[config.mk]
export PLATFORM = sky130hd
export DESIGN_NAME = rx_bit_sampler
export DESIGN_NICKNAME = d
export VERILOG_FILES = /design/src/rtl/rx_bit_sampler.sv
export SDC_FILE = /design/constraint.sdc
export NUM_CORES = 1
export LEC_CHECK = 0
export CAP_MARGIN = 20
export CORE_MARGIN = 5
export CORE_UTILIZATION = 49
export CTS_BUF_LIST = sky130_fd_sc_hd__clkbuf_16
export DETAILED_ROUTE_END_ITERATION = 8
export GPL_TIMING_DRIVEN = 0
export PLACE_DENSITY = 0.78
export SLEW_MARGIN = 10
export SYNTH_ARGS = -nofsm -noshare
export SYNTH_HDL_FRONTEND = slang
export SYNTH_SLANG_ARGS = --single-unit
export TNS_END_PERCENT = 30
[constraint.sdc]
create_clock -name clk -period 2.6 [get_ports clk]
set_clock_uncertainty 0.2 [all_clocks]
set_input_delay 0.52 -clock clk [delete_from_list [all_inputs] [get_ports clk]]
set_output_delay 0.52 -clock clk [all_outputs]
set_load 0.05 [all_outputs]
[src/rtl/rx_bit_sampler.sv]
// rx_bit_sampler: oversampling front end of the UART receiver.
// Synchronizes the raw serial line, tracks the edge position inside each
// bit period and the bit position inside the frame, and majority-votes three
// samples taken around mid-bit into sampled_bit.
//
// Timing at a glance (mid = prescale >> 1):
//   edge mid-1 : first vote sample captured
//   edge mid   : second vote sample captured
//   edge mid+1 : third sample taken live from rx_s, sample_done high,
//                sampled_bit loads the majority on the closing clock edge
//   edge mid+2 : sampled_bit holds the current bit (consumer capture point)
//
// sample_done and frame_end are decoded from the registered counters and
// gated by enable. Each one is high for exactly the cycle whose closing edge
// performs the update (sampled_bit load, or frame wrap). Gating by enable
// means an abort on that cycle suppresses the pulse together with the update.

module rx_bit_sampler #(
    parameter int DATA_WIDTH  = 8,
    parameter int SYNC_STAGES = 2
) (
    input  logic       clk,
    input  logic       rst,
    input  logic       RX_IN,
    input  logic       enable,
    input  logic       par_en,
    input  logic [4:0] prescale,
    output logic [4:0] edge_cnt,
    output logic [3:0] bit_cnt,
    output logic       sampled_bit,
    output logic       sample_done,
    output logic       frame_end
);

    logic [SYNC_STAGES-1:0] sync_q;
    logic                   rx_s;

    logic [4:0] mid_edge;
    logic [4:0] last_edge;
    logic [4:0] vote0_edge;
    logic [4:0] vote2_edge;
    logic [3:0] last_bit;

    logic       at_last_edge;
    logic       at_last_bit;
    logic       at_vote0;
    logic       at_vote1;
    logic       at_vote2;

    // vote_q[0] and vote_q[1] hold the early samples; the third vote is
    // rx_s itself on the vote2 edge, so it never needs its own flop.
    logic [1:0] vote_q;
    logic       vote_majority;

    assign rx_s = sync_q[SYNC_STAGES-1];

    // Sample points derive from prescale with plain arithmetic; an illegal
    // prescale simply shifts them, no range protection is applied.
    assign mid_edge   = prescale >> 1;
    assign last_edge  = prescale - 5'd1;
    assign vote0_edge = mid_edge - 5'd1;
    assign vote2_edge = mid_edge + 5'd1;

    // Frame is start + data + optional parity + stop.
    assign last_bit = 4'(DATA_WIDTH + 1) + {3'b000, par_en};

    assign at_last_edge = (edge_cnt == last_edge);
    assign at_last_bit  = (bit_cnt == last_bit);
    assign at_vote0     = (edge_cnt == vote0_edge);
    assign at_vote1     = (edge_cnt == mid_edge);
    assign at_vote2     = (edge_cnt == vote2_edge);

    assign vote_majority = (vote_q[0] & vote_q[1]) |
                           (vote_q[0] & rx_s)      |
                           (vote_q[1] & rx_s);

    // Line synchronizer; resets to ones so the idle line never looks like a start bit.
    always_ff @(posedge clk or negedge rst) begin
        if (!rst) begin
            sync_q <= '1;
        end else begin
            sync_q <= {sync_q[SYNC_STAGES-2:0], RX_IN};
        end
    end

    // Edge and bit position counters; cleared whenever the receiver is idle.
    always_ff @(posedge clk or negedge rst) begin
        if (!rst) begin
            edge_cnt <= 5'd0;
            bit_cnt  <= 4'd0;
        end else if (!enable) begin
            edge_cnt <= 5'd0;
            bit_cnt  <= 4'd0;
        end else if (at_last_edge) begin
            edge_cnt <= 5'd0;
            if (at_last_bit) begin
                bit_cnt <= 4'd0;
            end else begin
                bit_cnt <= bit_cnt + 4'd1;
            end
        end else begin
            edge_cnt <= edge_cnt + 5'd1;
        end
    end

    // Early vote samples; discarded when the frame is aborted.
    always_ff @(posedge clk or negedge rst) begin
        if (!rst) begin
            vote_q <= 2'b00;
        end else if (!enable) begin
            vote_q <= 2'b00;
        end else begin
            if (at_vote0) begin
                vote_q[0] <= rx_s;
            end
            if (at_vote1) begin
                vote_q[1] <= rx_s;
            end
        end
    end

    // Majority decision; held across idle periods so consumers keep the last bit.
    always_ff @(posedge clk or negedge rst) begin
        if (!rst) begin
            sampled_bit <= 1'b0;
        end else if (enable && at_vote2) begin
            sampled_bit <= vote_majority;
        end
    end

    assign sample_done = enable & at_vote2;
    assign frame_end   = enable & at_last_edge & at_last_bit;

endmodule

After elaboration in Yosys (flattened, before gate mapping)
Cells that the tools add are included.
Word-level totals
  register bits after elaboration: 14
  output and inout bits: 12
  logic and storage cells: 37
Operators by class
  reductions and logical operators: 1
  multiplexer cells: 8
  add/subtract/negate cells: 6
  bitwise operators: 8
  equal/unequal tests: 8
Operator list (number)
  == test 5 bit: 3
  two-way mux 4 bit: 3
  two-way mux 5 bit: 2
  AND 1 bit: 6
  inequality test 2 x 1 -> 1 bit (second input constant): 3
  adder 4 x 1 -> 5 bit (second input constant): 1
  adder 5 x 1 -> 5 bit (second input constant): 1
  == test 5 x 4 -> 1 bit: 1
  subtractor 4 x 1 -> 5 bit (second input constant): 1
  subtractor 5 x 1 -> 5 bit (second input constant): 1
  adder 4 x 1 -> 4 bit (first input constant): 1
  adder 4 x 1 -> 4 bit (second input constant): 1
  == test 4 bit: 1
  two-way mux 1 bit: 2
  two-way mux 2 bit: 1
  bitwise OR 1 bit: 2
  logical AND 1 bit: 1

Longest topological paths before layout
  word-level depth: 5
  gate-level depth with buffers: 9
  depth with buffers taken out: 7

Worst setup path after synthesis
OpenSTA, ideal clock, no wires.
  path type: reg-to-reg
  from: reg edge_cnt[2]
  to: reg sampled_bit
  setup slack: -0.566 ns
  library setup time: 0.125 ns
  stages on the path, launching flop included: 7
  arrival: 2.841 ns
  path through: dfrtp_1 > buf_2 > xor2_1 > xnor2_1 > nand3_1 > nor3_1 > mux2_2
Between the ends
  longest elaborated chain between the ends: 2
RTL lines
  start: declaration: RTL line 28  | output logic [4:0] edge_cnt,
  start signal: assignment: RTL line 102  | edge_cnt <= edge_cnt + 5'd1;
  == test 5 bit: RTL line 71  | assign at_vote2 = (edge_cnt == vote2_edge);
  logical AND 1 bit: RTL line 126  | end else if (enable && at_vote2) begin
  end signal: assignment: RTL line 127  | sampled_bit <= vote_majority;
  end: declaration: RTL line 30  | output logic sampled_bit,
Every way passes these cells.
A chain may end at the register's enable or synchronous reset.

Worst setup path in the final report
  from: in par_en
  to: out frame_end
Between the ends
  longest elaborated chain between the ends: 3
RTL lines
  start: declaration: RTL line 26  | input logic par_en,
  adder 4 x 1 -> 4 bit: RTL line 65  | assign last_bit = 4'(DATA_WIDTH + 1) + {3'b000, par_en};
  == test 4 bit: RTL line 68  | assign at_last_bit = (bit_cnt == last_bit);
  AND 1 bit: RTL line 132  | assign frame_end = enable & at_last_edge & at_last_bit;
  end: declaration: RTL line 32  | output logic frame_end
Every way passes these cells.

==> impl_summary.md <==
Global routing
The global routing stage identified its most utilized layer as met2. The first global-routing pass estimated roughly 4.1 mm of wire. Entering global routing, the biggest net connects 15 pins. The met3 global-route usage is 0.0214. The via count of the first global-routing pass came to ~960. The met1 usage in global routing is 0.206. The initial antenna violation count is 0.

The residual overflow from global routing is 0. The global routing met2 resource utilization is 0.346. The overall track demand over capacity in global routing is 0.190.

Pwr
The analysis attributes to cell leakage a power of slightly above 0.6 nW. The power after layout is about 0.0007 W. Across the VDD grid, the largest voltage drop is about 680 uV. Power spread over the standard cell area amounts to around 500 nW/um^2.

Critical path
The critical path data required time is approximately 1.9 ns. STA classifies the critical path startpoint as an input port. The worst setup path is of the input port to primary output kind. The largest driver fanout on the critical path is 3. The setup check on the worst reg-to-reg path leaves a slack of around 0.38 ns.

The worst setup path is captured at a primary output. The data arrival at the endpoint of the critical path is 1.82 ns.

Worst hold path
The tightest min-delay check is of the flip-flop to flip-flop type.

Synthesis
The total nets after synthesis is approximately 120. The portion of synthesized cell area occupied by the leading cell type is 0.301. In this run, synthesis produced a sequential element count of 14. The count of different cell masters after synthesis is 36. The proportion of register bits with asynchronous set or reset after synthesis is 1.00. The part of the Yosys area used for sequential elements is 0.353.

Yosys mapped a number of flops with a built-in enable equal to 0. The count of warnings emitted by yosys is 0. The post-synthesis area per instance is roughly 9.5 sq um. The post-synth design cell area is roughly 1000 sq um. In the synthesized netlist, the number of instances is roughly 110. The most used flip-flop cell after synthesis is sky130_fd_sc_hd__dfrtp_1. By area the synthesized netlist is led by sky130_fd_sc_hd__dfrtp_1 30%, sky130_fd_sc_hd__xnor2_1 8.8%, sky130_fd_sc_hd__xor2_1 8.8%.

Of all cell types, the one taking the most synthesized area is sky130_fd_sc_hd__dfrtp_1.

Timing
The final count of hold timing violations is 0. The worst pin sits at a relative slew slack of 0.607. The number of pins exceeding their max-slew limit in the final report came to 0. Of the available clock period, the critical path in the final layout requires 0.977. Setup violations remaining at the end of the flow were counted as 0.

The tightest hold margin is approximately 0.15 ns. The smallest setup slack after layout is roughly 0.061 ns. The time the final worst path needs with I/O delays and setup is ~2.5 ns. The slew at the pin closest to its max-slew limit is approximately 0.6 ns. The maximum clock frequency is roughly 0.39 GHz.

Final layout
The number of nets in the final layout is approximately 150. Of the cells placed in the final design, the portion with a size suffix greater than 1 is 0.269. After routing the design area is 1430 sq um.

0 antenna diodes ended up in the layout. The area added between synthesis and finish is 43.6%.

Routing
In this run, the number of DRC markers left after iteration 0 of detailed routing was 8. Wires add up to between 2 and 2.5 mm. For this run, the detailed router's first-pass iteration total came to 4. The number of routed nets with antenna violations is 0. The post-route DRC violation count is 0.

Detailed routing inserted a total of roughly 850 vias. The via-per-instance ratio is 5.27. The routed length per instance is 14.8 um.

Clock tree
TritonCTS built the clock tree. The buffer depth of the longest clock path is 2. The master cell of the clock root buffer is sky130_fd_sc_hd__clkbuf_16. The TritonCTS buffer count is 3. After clock tree synthesis, the clock-pin slew on the worst setup and hold paths is ~0.050 ns. The clock latency reported for the late side of the worst-skew pair is 0.24 ns. For this design, the sink count on the clock tree is 14. CTS built an H-tree with a depth of 1.

Floorplanning
The number of rows created at floorplan is 16. The die covers approximately 3000 sq um. 22 I/O pins were placed.

Measured along the y axis, the die boundary spans approximately 55 um. The placeable core region is 1960 sq um. The initial cell density of the core is 0.509. The horizontal die dimension is 55.1 um.

Placed design
The setup slack at placement is -1.26 ns. Routability-driven placement finished with a final weighted congestion of just under 0.7. The cell area after placement is between 1000 and 1500 sq um. The total half-perimeter wirelength after legalization and detailed placement is 1.63 mm. Port buffering added 20 buffers.

Outcome
The run finished with clean final reports.

Run
The max-cap check violation count is 0.
[power by group]
part	total (W)	leakage [nW]	internal, W	switching (W)
Combinational	0.000182	0.379	0.0000789	0.000103
Sequential	0.000245	0.186	0.000230	0.0000153
Clock	0.000288	0.0385	0.000203	0.0000849
[cells in the mapped netlist, types with 2 or more instances]
| master | n |
|---|---|
| sky130_fd_sc_hd__a21boi_0 | 2 |
| sky130_fd_sc_hd__a21boi_1 | 3 |
| sky130_fd_sc_hd__buf_2 | 3 |
| sky130_fd_sc_hd__buf_6 | 2 |
| sky130_fd_sc_hd__dfrtp_1 | 12 |
| sky130_fd_sc_hd__dfstp_2 | 2 |
| sky130_fd_sc_hd__ha_1 | 6 |
| sky130_fd_sc_hd__inv_1 | 5 |
| sky130_fd_sc_hd__mux2i_1 | 2 |
| sky130_fd_sc_hd__nand2_1 | 7 |
| sky130_fd_sc_hd__nand3_1 | 7 |
| sky130_fd_sc_hd__nor2_1 | 9 |
| sky130_fd_sc_hd__nor2b_1 | 2 |
| sky130_fd_sc_hd__nor3_1 | 2 |
| sky130_fd_sc_hd__o21ai_0 | 2 |
| sky130_fd_sc_hd__xnor2_1 | 10 |
| sky130_fd_sc_hd__xor2_1 | 10 |
[area by class of cell]
class	count	area [sq um]
Timing Repair Buffer	27	248
Fill cell	153	528
Clock inverter	1	3.75
Tap cell	27	33.8
Sequential cell	14	353
Inverter	5	21.3
Clock buffer	3	75.1
Multi-Input combinational cell	80	668
Buffer	4	31.3
[path summary, 6_finish.rpt]
path / from / to / cells past startpoint
setup / recovery: par_en / frame_end / 7
hold / removal: sync_q[0] / sync_q[1] / 0
setup reg to reg: edge_cnt[4] / bit_cnt[1] / 6
hold reg to reg: sync_q[0] / sync_q[1] / 0
max in group asynchronous: rst / edge_cnt[3] / 1
min in group asynchronous: rst / vote_q[0] / 1
[state kept, by name, indices dropped and copies added, names as in the netlist]
signal and cells:
edge_cnt 5, bit_cnt 4, sync_q 2, vote_q 2, sampled_bit 1
[metal layers]
layer	share of wire	wire (um)	up-vias
met5	0	0	-
li1	-	-	416
met4	0.027	65	0
met2	0.52	1230	21
met1	0.42	1010	405
met3	0.032	75	6
[repair_timing]
item,in CTS,in global routing
gates resized for setup,42,7
setup endpoints to repair,10,1
pin swaps,6,5
hold buffers,0,0
buffers inserted,4,3
cloned,0,0
[cells by family after synthesis]
kind of cell             after synthesis  synth area share
adder cells (fa/ha/maj)                7            0.0852
AND/OR/NAND/NOR                       38             0.203
AO/OA/AOI/OAI                         12            0.0915
multiplexers                           3            0.0313
XOR/XNOR                              20             0.175
buffers and inverters                 11            0.0601
flip-flops                            14             0.353
[stage by stage]
step	TNS [ns]	instances	util
after global routing	-0.0180	161	0.731
after CTS	0	160	0.708
final	0	161	0.731
after floorplan	-0.0622	105	-
after detailed placement	-5.17	152	0.635
after global placement	-4.44	152	0.635
[cell usage in the layout, fill, tap and decap left out, drive strengths merged, types with 5 or more instances in the layout]
master,count
dfrtp,12
nand2,7
xor2,10
ha,6
clkbuf,5
a21boi,5
nand3,7
nor2,9
buf,15
inv,5
clkdlybuf4s50,14
xnor2,10
[critical path, cell delays in order]
cell	delay, ns
sky130_fd_sc_hd__clkdlybuf4s50_1	0.47
sky130_fd_sc_hd__and3b_1	0.16
sky130_fd_sc_hd__a21oi_1	0.05
sky130_fd_sc_hd__nor3_2	0.22
sky130_fd_sc_hd__nand2_1	0.12
sky130_fd_sc_hd__nor2_4	0.12
sky130_fd_sc_hd__buf_8	0.15
No activity file was read; power rests on OpenSTA's default activity.
